### src/rtl/lock_pkg.sv
// Shared types and constants for the combination lock controller.
package lock_pkg;

    typedef enum logic [2:0] {
        ST_LOCKED  = 3'd0,
        ST_CHECK   = 3'd1,
        ST_OPEN    = 3'd2,
        ST_PROG    = 3'd3,
        ST_LOCKOUT = 3'd4
    } lock_state_e;

    localparam logic [1:0] ALU_ADD = 2'b00;
    localparam logic [1:0] ALU_SUB = 2'b01;
    localparam logic [1:0] ALU_MUL = 2'b10;
    localparam logic [1:0] ALU_AND = 2'b11;

    localparam int CC_N  = 0;
    localparam int CC_Z  = 1;
    localparam int CC_B  = 2;
    localparam int CC_C  = 3;
    localparam int CC_VM = 4;
    localparam int CC_VP = 5;

    // Saturating increment of the failed-attempt counter.
    function automatic logic [1:0] sat_inc(input logic [1:0] cnt, input logic [1:0] lim);
        return (cnt >= lim) ? lim : cnt + 2'd1;
    endfunction

endpackage

### src/rtl/lock_ctrl_if.sv
// Keypad, status and external-ALU signals of the lock controller.
interface lock_ctrl_if;
    logic [7:0] digit;
    logic       digit_valid;
    logic       prog;
    logic       relock;
    logic [7:0] alu_a;
    logic [7:0] alu_b;
    logic [1:0] alu_op;
    logic [5:0] alu_cc;
    logic       unlocked;
    logic       alarm;
    logic [1:0] fail_cnt;
    logic       busy;

    modport master (
        output digit, digit_valid, prog, relock, alu_cc,
        input  alu_a, alu_b, alu_op, unlocked, alarm, fail_cnt, busy
    );

    modport slave (
        input  digit, digit_valid, prog, relock, alu_cc,
        output alu_a, alu_b, alu_op, unlocked, alarm, fail_cnt, busy
    );
endinterface

### src/rtl/lockout_timer.sv
// Lockout down-counter: loads LOCKOUT_CYCLES-1, counts down while enabled.
module lockout_timer #(
    parameter int LOCKOUT_CYCLES = 50_000_000
) (
    input  logic clk,
    input  logic rst_n,
    input  logic load,
    input  logic enable,
    output logic done
);
    localparam int CNT_W = (LOCKOUT_CYCLES > 1) ? $clog2(LOCKOUT_CYCLES) : 1;

    logic [CNT_W-1:0] cnt_r;

    // Down-counter with synchronous load.
    always_ff @(posedge clk or negedge rst_n) begin
        if (!rst_n) begin
            cnt_r <= CNT_W'(0);
        end else if (load) begin
            cnt_r <= CNT_W'(LOCKOUT_CYCLES - 1);
        end else if (enable && (cnt_r != CNT_W'(0))) begin
            cnt_r <= cnt_r - CNT_W'(1);
        end else begin
            cnt_r <= cnt_r;
        end
    end

    assign done = (cnt_r == CNT_W'(0));
endmodule

### src/rtl/lock_ctrl.sv
// Combination lock controller; digits are compared through an external ALU.
// Optional lockout after MAX_FAILS wrong attempts is built when LOCK_LOCKOUT_EN is defined.
module lock_ctrl
    import lock_pkg::*;
#(
    parameter int                    CODE_LEN       = 4,
    parameter int                    MAX_FAILS      = 3,
    parameter int                    LOCKOUT_CYCLES = 50_000_000,
    parameter logic [CODE_LEN*8-1:0] DEFAULT_CODE   = {8'd1, 8'd2, 8'd3, 8'd4}
) (
    input  logic        clk,
    input  logic        rst_n,
    lock_ctrl_if.slave  bus
);
    localparam int IDX_W = (CODE_LEN > 1) ? $clog2(CODE_LEN) : 1;

    lock_state_e                state_r;
    logic [IDX_W-1:0]           idx_r;
    logic                       mismatch_r;
    logic [7:0]                 d_reg_r;
    logic [1:0]                 fail_cnt_r;
    logic [0:CODE_LEN-1][7:0]   code_r;
    logic [0:CODE_LEN-1][7:0]   shadow_r;
    logic [7:0]                 alu_a_r;
    logic [7:0]                 alu_b_r;
    logic                       unlocked_r;
    logic                       busy_r;

    logic                       last_s;
    logic                       miss_s;
    logic [1:0]                 fail_inc_s;
    logic                       to_lockout_s;

`ifdef LOCK_LOCKOUT_EN
    logic alarm_r;
    logic timer_done_s;

    lockout_timer #(.LOCKOUT_CYCLES(LOCKOUT_CYCLES)) u_timer (
        .clk    (clk),
        .rst_n  (rst_n),
        .load   (to_lockout_s),
        .enable (state_r == ST_LOCKOUT),
        .done   (timer_done_s)
    );
`endif

    // Attempt evaluation for the current CHECK cycle.
    always_comb begin
        last_s       = (idx_r == IDX_W'(CODE_LEN - 1));
        miss_s       = mismatch_r | ~bus.alu_cc[CC_Z];
        fail_inc_s   = sat_inc(fail_cnt_r, 2'(MAX_FAILS));
`ifdef LOCK_LOCKOUT_EN
        to_lockout_s = (state_r == ST_CHECK) && last_s && miss_s && (fail_inc_s == 2'(MAX_FAILS));
`else
        to_lockout_s = 1'b0;
`endif
    end

    // Main state machine with registered outputs.
    always_ff @(posedge clk or negedge rst_n) begin
        if (!rst_n) begin
            state_r    <= ST_LOCKED;
            idx_r      <= IDX_W'(0);
            mismatch_r <= 1'b0;
            d_reg_r    <= 8'd0;
            fail_cnt_r <= 2'd0;
            code_r     <= DEFAULT_CODE;
            shadow_r   <= DEFAULT_CODE;
            alu_a_r    <= 8'd0;
            alu_b_r    <= 8'd0;
            unlocked_r <= 1'b0;
            busy_r     <= 1'b0;
`ifdef LOCK_LOCKOUT_EN
            alarm_r    <= 1'b0;
`endif
        end else begin
            case (state_r)
                ST_LOCKED: begin
                    if (bus.digit_valid) begin
                        d_reg_r <= bus.digit;
                        alu_a_r <= bus.digit;
                        alu_b_r <= code_r[idx_r];
                        busy_r  <= 1'b1;
                        state_r <= ST_CHECK;
                    end else begin
                        state_r <= ST_LOCKED;
                    end
                end
                ST_CHECK: begin
                    alu_a_r <= 8'd0;
                    alu_b_r <= 8'd0;
                    busy_r  <= 1'b0;
                    if (last_s) begin
                        idx_r      <= IDX_W'(0);
                        mismatch_r <= 1'b0;
                        if (!miss_s) begin
                            fail_cnt_r <= 2'd0;
                            unlocked_r <= 1'b1;
                            state_r    <= ST_OPEN;
                        end else if (to_lockout_s) begin
                            fail_cnt_r <= fail_inc_s;
                            busy_r     <= 1'b1;
`ifdef LOCK_LOCKOUT_EN
                            alarm_r    <= 1'b1;
`endif
                            state_r    <= ST_LOCKOUT;
                        end else begin
                            fail_cnt_r <= fail_inc_s;
                            state_r    <= ST_LOCKED;
                        end
                    end else begin
                        // Mismatch is remembered silently until the last digit.
                        idx_r      <= idx_r + IDX_W'(1);
                        mismatch_r <= miss_s;
                        state_r    <= ST_LOCKED;
                    end
                end
                ST_OPEN: begin
                    if (bus.relock) begin
                        unlocked_r <= 1'b0;
                        state_r    <= ST_LOCKED;
                    end else if (bus.prog) begin
                        idx_r    <= IDX_W'(0);
                        shadow_r <= code_r;
                        state_r  <= ST_PROG;
                    end else begin
                        state_r <= ST_OPEN;
                    end
                end
                ST_PROG: begin
                    if (bus.relock) begin
                        idx_r      <= IDX_W'(0);
                        shadow_r   <= code_r;
                        unlocked_r <= 1'b0;
                        state_r    <= ST_LOCKED;
                    end else if (bus.digit_valid && last_s) begin
                        code_r           <= shadow_r;
                        code_r[idx_r]    <= bus.digit;
                        shadow_r[idx_r]  <= bus.digit;
                        idx_r            <= IDX_W'(0);
                        unlocked_r       <= 1'b0;
                        state_r          <= ST_LOCKED;
                    end else if (bus.digit_valid) begin
                        shadow_r[idx_r] <= bus.digit;
                        idx_r           <= idx_r + IDX_W'(1);
                    end else begin
                        state_r <= ST_PROG;
                    end
                end
                ST_LOCKOUT: begin
`ifdef LOCK_LOCKOUT_EN
                    if (timer_done_s) begin
                        fail_cnt_r <= 2'd0;
                        alarm_r    <= 1'b0;
                        busy_r     <= 1'b0;
                        state_r    <= ST_LOCKED;
                    end else begin
                        state_r <= ST_LOCKOUT;
                    end
`else
                    busy_r  <= 1'b0;
                    state_r <= ST_LOCKED;
`endif
                end
                default: begin
                    state_r <= ST_LOCKED;
                end
            endcase
        end
    end

    assign bus.alu_a    = alu_a_r;
    assign bus.alu_b    = alu_b_r;
    assign bus.alu_op   = ALU_SUB;
    assign bus.unlocked = unlocked_r;
    assign bus.busy     = busy_r;
    assign bus.fail_cnt = fail_cnt_r;
`ifdef LOCK_LOCKOUT_EN
    assign bus.alarm    = alarm_r;
`else
    assign bus.alarm    = 1'b0;
`endif
endmodule

### src/flat_wrapper.sv
// flat-port wrapper written by rule: the top's interface ports become plain ports
module lock_ctrl_flat import lock_pkg::*;
#(
    parameter int                    CODE_LEN       = 4,
    parameter int                    MAX_FAILS      = 3,
    parameter int                    LOCKOUT_CYCLES = 50_000_000,
    parameter logic [CODE_LEN*8-1:0] DEFAULT_CODE   = {8'd1, 8'd2, 8'd3, 8'd4}
)
  (clk, rst_n, bus_digit, bus_digit_valid, bus_prog, bus_relock, bus_alu_cc, bus_alu_a, bus_alu_b, bus_alu_op, bus_unlocked, bus_alarm, bus_fail_cnt, bus_busy);
  lock_ctrl_if bus_i ();
  input  logic clk;
  input  logic rst_n;
  input wire logic [$bits(bus_i.digit)-1:0] bus_digit;
  input wire logic [$bits(bus_i.digit_valid)-1:0] bus_digit_valid;
  input wire logic [$bits(bus_i.prog)-1:0] bus_prog;
  input wire logic [$bits(bus_i.relock)-1:0] bus_relock;
  input wire logic [$bits(bus_i.alu_cc)-1:0] bus_alu_cc;
  output wire logic [$bits(bus_i.alu_a)-1:0] bus_alu_a;
  output wire logic [$bits(bus_i.alu_b)-1:0] bus_alu_b;
  output wire logic [$bits(bus_i.alu_op)-1:0] bus_alu_op;
  output wire logic [$bits(bus_i.unlocked)-1:0] bus_unlocked;
  output wire logic [$bits(bus_i.alarm)-1:0] bus_alarm;
  output wire logic [$bits(bus_i.fail_cnt)-1:0] bus_fail_cnt;
  output wire logic [$bits(bus_i.busy)-1:0] bus_busy;
  assign bus_i.digit = bus_digit;
  assign bus_i.digit_valid = bus_digit_valid;
  assign bus_i.prog = bus_prog;
  assign bus_i.relock = bus_relock;
  assign bus_i.alu_cc = bus_alu_cc;
  assign bus_alu_a = bus_i.alu_a;
  assign bus_alu_b = bus_i.alu_b;
  assign bus_alu_op = bus_i.alu_op;
  assign bus_unlocked = bus_i.unlocked;
  assign bus_alarm = bus_i.alarm;
  assign bus_fail_cnt = bus_i.fail_cnt;
  assign bus_busy = bus_i.busy;
  lock_ctrl #(.CODE_LEN(CODE_LEN), .MAX_FAILS(MAX_FAILS), .LOCKOUT_CYCLES(LOCKOUT_CYCLES), .DEFAULT_CODE(DEFAULT_CODE)) u_core (.clk(clk), .rst_n(rst_n), .bus(bus_i));
endmodule
### config.mk
export PLATFORM = sky130hd
export DESIGN_NAME = lock_ctrl_flat
export DESIGN_NICKNAME = d
export VERILOG_FILES = /design/src/rtl/lock_pkg.sv /design/src/rtl/lock_ctrl_if.sv /design/src/rtl/lockout_timer.sv /design/src/rtl/lock_ctrl.sv /design/src/flat_wrapper.sv
export SDC_FILE = /design/constraint.sdc
export NUM_CORES = 1
export LEC_CHECK = 0
export ABC_CLOCK_PERIOD_IN_PS = 1800
export CAP_MARGIN = 20
export CORE_ASPECT_RATIO = 1.75
export CORE_MARGIN = 2
export CORE_UTILIZATION = 35
export CTS_BUF_LIST = sky130_fd_sc_hd__clkbuf_8
export CTS_CLUSTER_DIAMETER = 150
export CTS_CLUSTER_SIZE = 30
export DETAILED_ROUTE_END_ITERATION = 8
export PLACE_DENSITY_LB_ADDON = 0.25
export SKIP_LAST_GASP = 1
export SLEW_MARGIN = 20
export SYNTH_ARGS = -nofsm -noshare
export SYNTH_HDL_FRONTEND = slang
export SYNTH_HIERARCHICAL = 1
export SYNTH_SLANG_ARGS = --single-unit
### constraint.sdc
create_clock -name clk -period 1.8 [get_ports clk]
set_clock_uncertainty 0.05 [all_clocks]
set_input_delay 0.36 -clock clk [delete_from_list [all_inputs] [get_ports clk]]
set_output_delay 0.36 -clock clk [all_outputs]
set_load 0.01 [all_outputs]
==> reports/summary.md <==
### Critical path
• type of element capturing the critical path: output port
• number of cells traversed by the worst register-to-register path: 3
• RR Startpoint: u_core/idx_r[1]
• register-to-register setup slack: 0.17 ns
• Buffers & Inverters on Critical Path: 1
• crit path max fanout: 4
• critical path start-end classification: flip-flop to output port
• terminus of the critical flop-to-flop path: u_core/bus.alu_b[3]
• Required @ worst endpoint: 1.39 ns
• list of cells traversed by the critical path: clkdlybuf4s50_1
• critical path data arrival time: 1.30 ns
• Top delay family on crit path: buffers and inverters
• Worst setup SP type: flip-flop
• highest cell delay on the worst timing path: 0.55 ns
• Worst path slowest cell: sky130_fd_sc_hd__clkdlybuf4s50_1

### Floorplanning
• Die ar.: 0.0132 mm^2
• floorplan row count: 53
• effective utilization at floorplan: 0.357
• Die H: 150 um
• number of top-level design ports: 42
• width of the chip: 87.7 um
• CORE AREA: 0.0120 mm^2

### Timing
• post-route setup slack: 0.0868 ns
• highest clock frequency the design can meet: 584 MHz
• setup TNS: 0 ns
• share of the clock period used by the worst path: 0.952
• final count of hold timing violations: 0
• hold_ws: 0.415 ns
• Setup violations, final: 0
• count of pins over their slew limit: 0
• setup repair after global routing missed its margin: false
• shortest period the worst path allows: 1.71 ns

### Finish
• area overhead of the layout relative to synthesis: 21.2%
• Sequential Area: 0.00204 mm^2
• final net count: 450
• Antenna Diode Count: 0
• footprint of the multi-input gates: 0.00199 mm^2
• number of fill cells in the layout: 1,140
• fraction of final layout cells sized beyond drive strength 1: 0.213
• Design Area, Final: 0.00520 mm^2

### Route
• routed length per instance: 17.8 um
• final routed DRC violation total: 0
• average via count per standard cell: 5.20
• first-pass detailed-route iteration total: 4
• iteration-0 DRC count of the detailed router: 142
• final antenna-violating net count: 0
• routed wire length: 10,600 um
• number of vias in the routed layout: 3,106

### Run
• maximum capacitance violations: 0

### Synthesis
• mean instance size in the synthesized netlist: 11.2 um^2
• most area-hungry cell type in the Yosys netlist: sky130_fd_sc_hd__dfrtp_1
• most common flop cell mapped by yosys: sky130_fd_sc_hd__dfrtp_1
• count of synthesis-stage warnings from yosys: 6
• FFs w/ async S/R, synth: 1.00
• share of the yosys chip area belonging to registers: 0.475
• Post-Syn Area: 0.00429 mm^2
• most common cell in the synthesized netlist: sky130_fd_sc_hd__dfrtp_1
• Synth cell types: 41
• synthesized instance count: 384
• EDFF count, synth: 0
• commonest cells in the netlist: 72 x sky130_fd_sc_hd__dfrtp_1, 57 x sky130_fd_sc_hd__o21ai_0, 50 x sky130_fd_sc_hd__mux2i_1
• area share of the leading cell type in the synthesized netlist: 0.420
• top cells by area in the synthesized netlist: sky130_fd_sc_hd__dfrtp_1 42%, sky130_fd_sc_hd__mux2i_1 12%, sky130_fd_sc_hd__o21ai_0 6.7%, sky130_fd_sc_hd__dfstp_2 5.5%, sky130_fd_sc_hd__a2bb2oi_1 4.9%
• count of state elements after synthesis: 81

### Clocking
• total clock buffers created by CTS: 9
• setup repair bufs after CTS: 0
• Clk Latency, worst-skew pair: 0.36 ns
• register clock-pin slew on the reported worst setup and hold paths: 0.09 ns
• depth of the CTS H-tree: 3
• CTS tree: yes
• CTS sink cnt: 81
• buffer depth of the longest clock path: 2
• clk root buf: sky130_fd_sc_hd__clkbuf_8

### Placement
• last weighted congestion value of the routability-driven placer: 0.785
• pre-CTS setup slack: -0.208 ns
• # port buffers: 33
• DP Wirelength: 7380 um
• post-placement cell area: 0.00497 mm^2

### Pwr
• total power density per cell area: 1130 mW/mm^2
• leakage power summed over all cells: 2.35 nW
• Max rail drop VDD: 0.000339 V

### Worst hold path
• Worst Hold Class: input pin to asynchronous set/reset pin

### Global route
• total global-route track usage: 0.177
• number of global-route vias before repair: 3,302
• initial antenna violation count: 0
• maximum number of pins on one net before global-route repair: 33
• global route overflow: 0
• wire length of the first global-routing pass: 17,900 um

### Run status
• result of the run: finished clean

==> registers in the layout, summed over array words and instances (netlist names) <==
name / flops
u_core/shadow_r: 24
u_core/mismatch_r: 1
u_core/state_r: 2
u_core/idx_r: 2
u_core/bus.alu_a: 8
u_core/bus.busy: 1
u_core/code_r: 32
u_core/bus.fail_cnt: 2
u_core/bus.alu_b: 8
u_core/bus.unlocked: 1
==> final cells by class <==
type / instances / area share
well taps: 165 / 0.0397
repair buffers: 77 / 0.142
inverters: 5 / 0.00361
clock inverters: 7 / 0.0149
multi-input cells: 253 / 0.384
flip-flops and latches: 81 / 0.392
clock buffers: 9 / 0.0238
==> stage by stage <==
stage	power [mW]	cells	util
after global placement	4.44	580	0.414
after floorplan	3.79	385	-
after detailed placement	4.51	580	0.414
after global routing	6.24	597	0.433
after CTS	5.92	597	0.432
final	5.85	597	0.433
==> repair_timing <==
action | 4_1_cts | 5_1_grt
endpoints found under the setup margin | 0 | 10
hold buffers | 1 | 0
gates resized for setup | 0 | 3
hold endpoints to repair | 24 | 0
==> kinds of logic after synthesis <==
logic type               share of synthesized area
buffers and inverters                       0.0633
multiplexers                                 0.185
AND/OR/NAND/NOR                             0.0855
flip-flops                                   0.475
other                                      0.00175
adder cells (fa/ha/maj)                     0.0117
AO/OA/AOI/OAI                                0.177
==> worst max path at each step <==
stage,startpoint,end,slack (ns),depth (start not counted)
floorplan,u_core/idx_r[0],u_core/shadow_r[8],0.02,7
global placement,bus_relock,u_core/code_r[6],-0.19,5
global route,u_core/bus.fail_cnt[0],bus_fail_cnt[0],0.02,1
detailed placement,bus_relock,u_core/shadow_r[23],-0.21,6
finish,u_core/bus.fail_cnt[0],bus_fail_cnt[0],0.09,1
CTS,u_core/bus.fail_cnt[0],bus_fail_cnt[0],0.05,1
==> power breakdown <==
part | internal (mW) | leakage [nW] | switching [mW]
registers | 2.24 | 1.04 | 0.260
clock network | 0.653 | 0.100 | 0.726
logic | 1.01 | 1.21 | 0.958
==> per-layer routing <==
layer / GRT usage / part of all wire / up-vias
met5: 0 / 0 / -
met4: 0.0692 / 0.017 / 0
met3: 0.0291 / 0.030 / 10
met2: 0.306 / 0.53 / 71
met1: 0.216 / 0.42 / 1570
li1: - / - / 1455
==> cell usage in the layout, fill, tap and decap left out, types with 3 or more instances in the layout <==
master and count:
sky130_fd_sc_hd__dfrtp_1 71, sky130_fd_sc_hd__o21ai_0 57, sky130_fd_sc_hd__mux2i_1 50, sky130_fd_sc_hd__buf_4 38, sky130_fd_sc_hd__clkdlybuf4s50_1 32, sky130_fd_sc_hd__nand2b_1 25
sky130_fd_sc_hd__a2bb2oi_1 24, sky130_fd_sc_hd__a21oi_1 13, sky130_fd_sc_hd__nor2b_1 13, sky130_fd_sc_hd__nand2_1 11, sky130_fd_sc_hd__clkbuf_8 9, sky130_fd_sc_hd__dfstp_2 9
sky130_fd_sc_hd__mux4_2 8, sky130_fd_sc_hd__a32o_1 8, sky130_fd_sc_hd__mux2_4 6, sky130_fd_sc_hd__buf_12 6, sky130_fd_sc_hd__inv_1 5, sky130_fd_sc_hd__nor2_1 4
sky130_fd_sc_hd__ha_1 4, sky130_fd_sc_hd__o21ai_1 3, sky130_fd_sc_hd__o31ai_1 3, sky130_fd_sc_hd__a31oi_1 3, sky130_fd_sc_hd__conb_1 3
(Power assumes the default switching activity.)
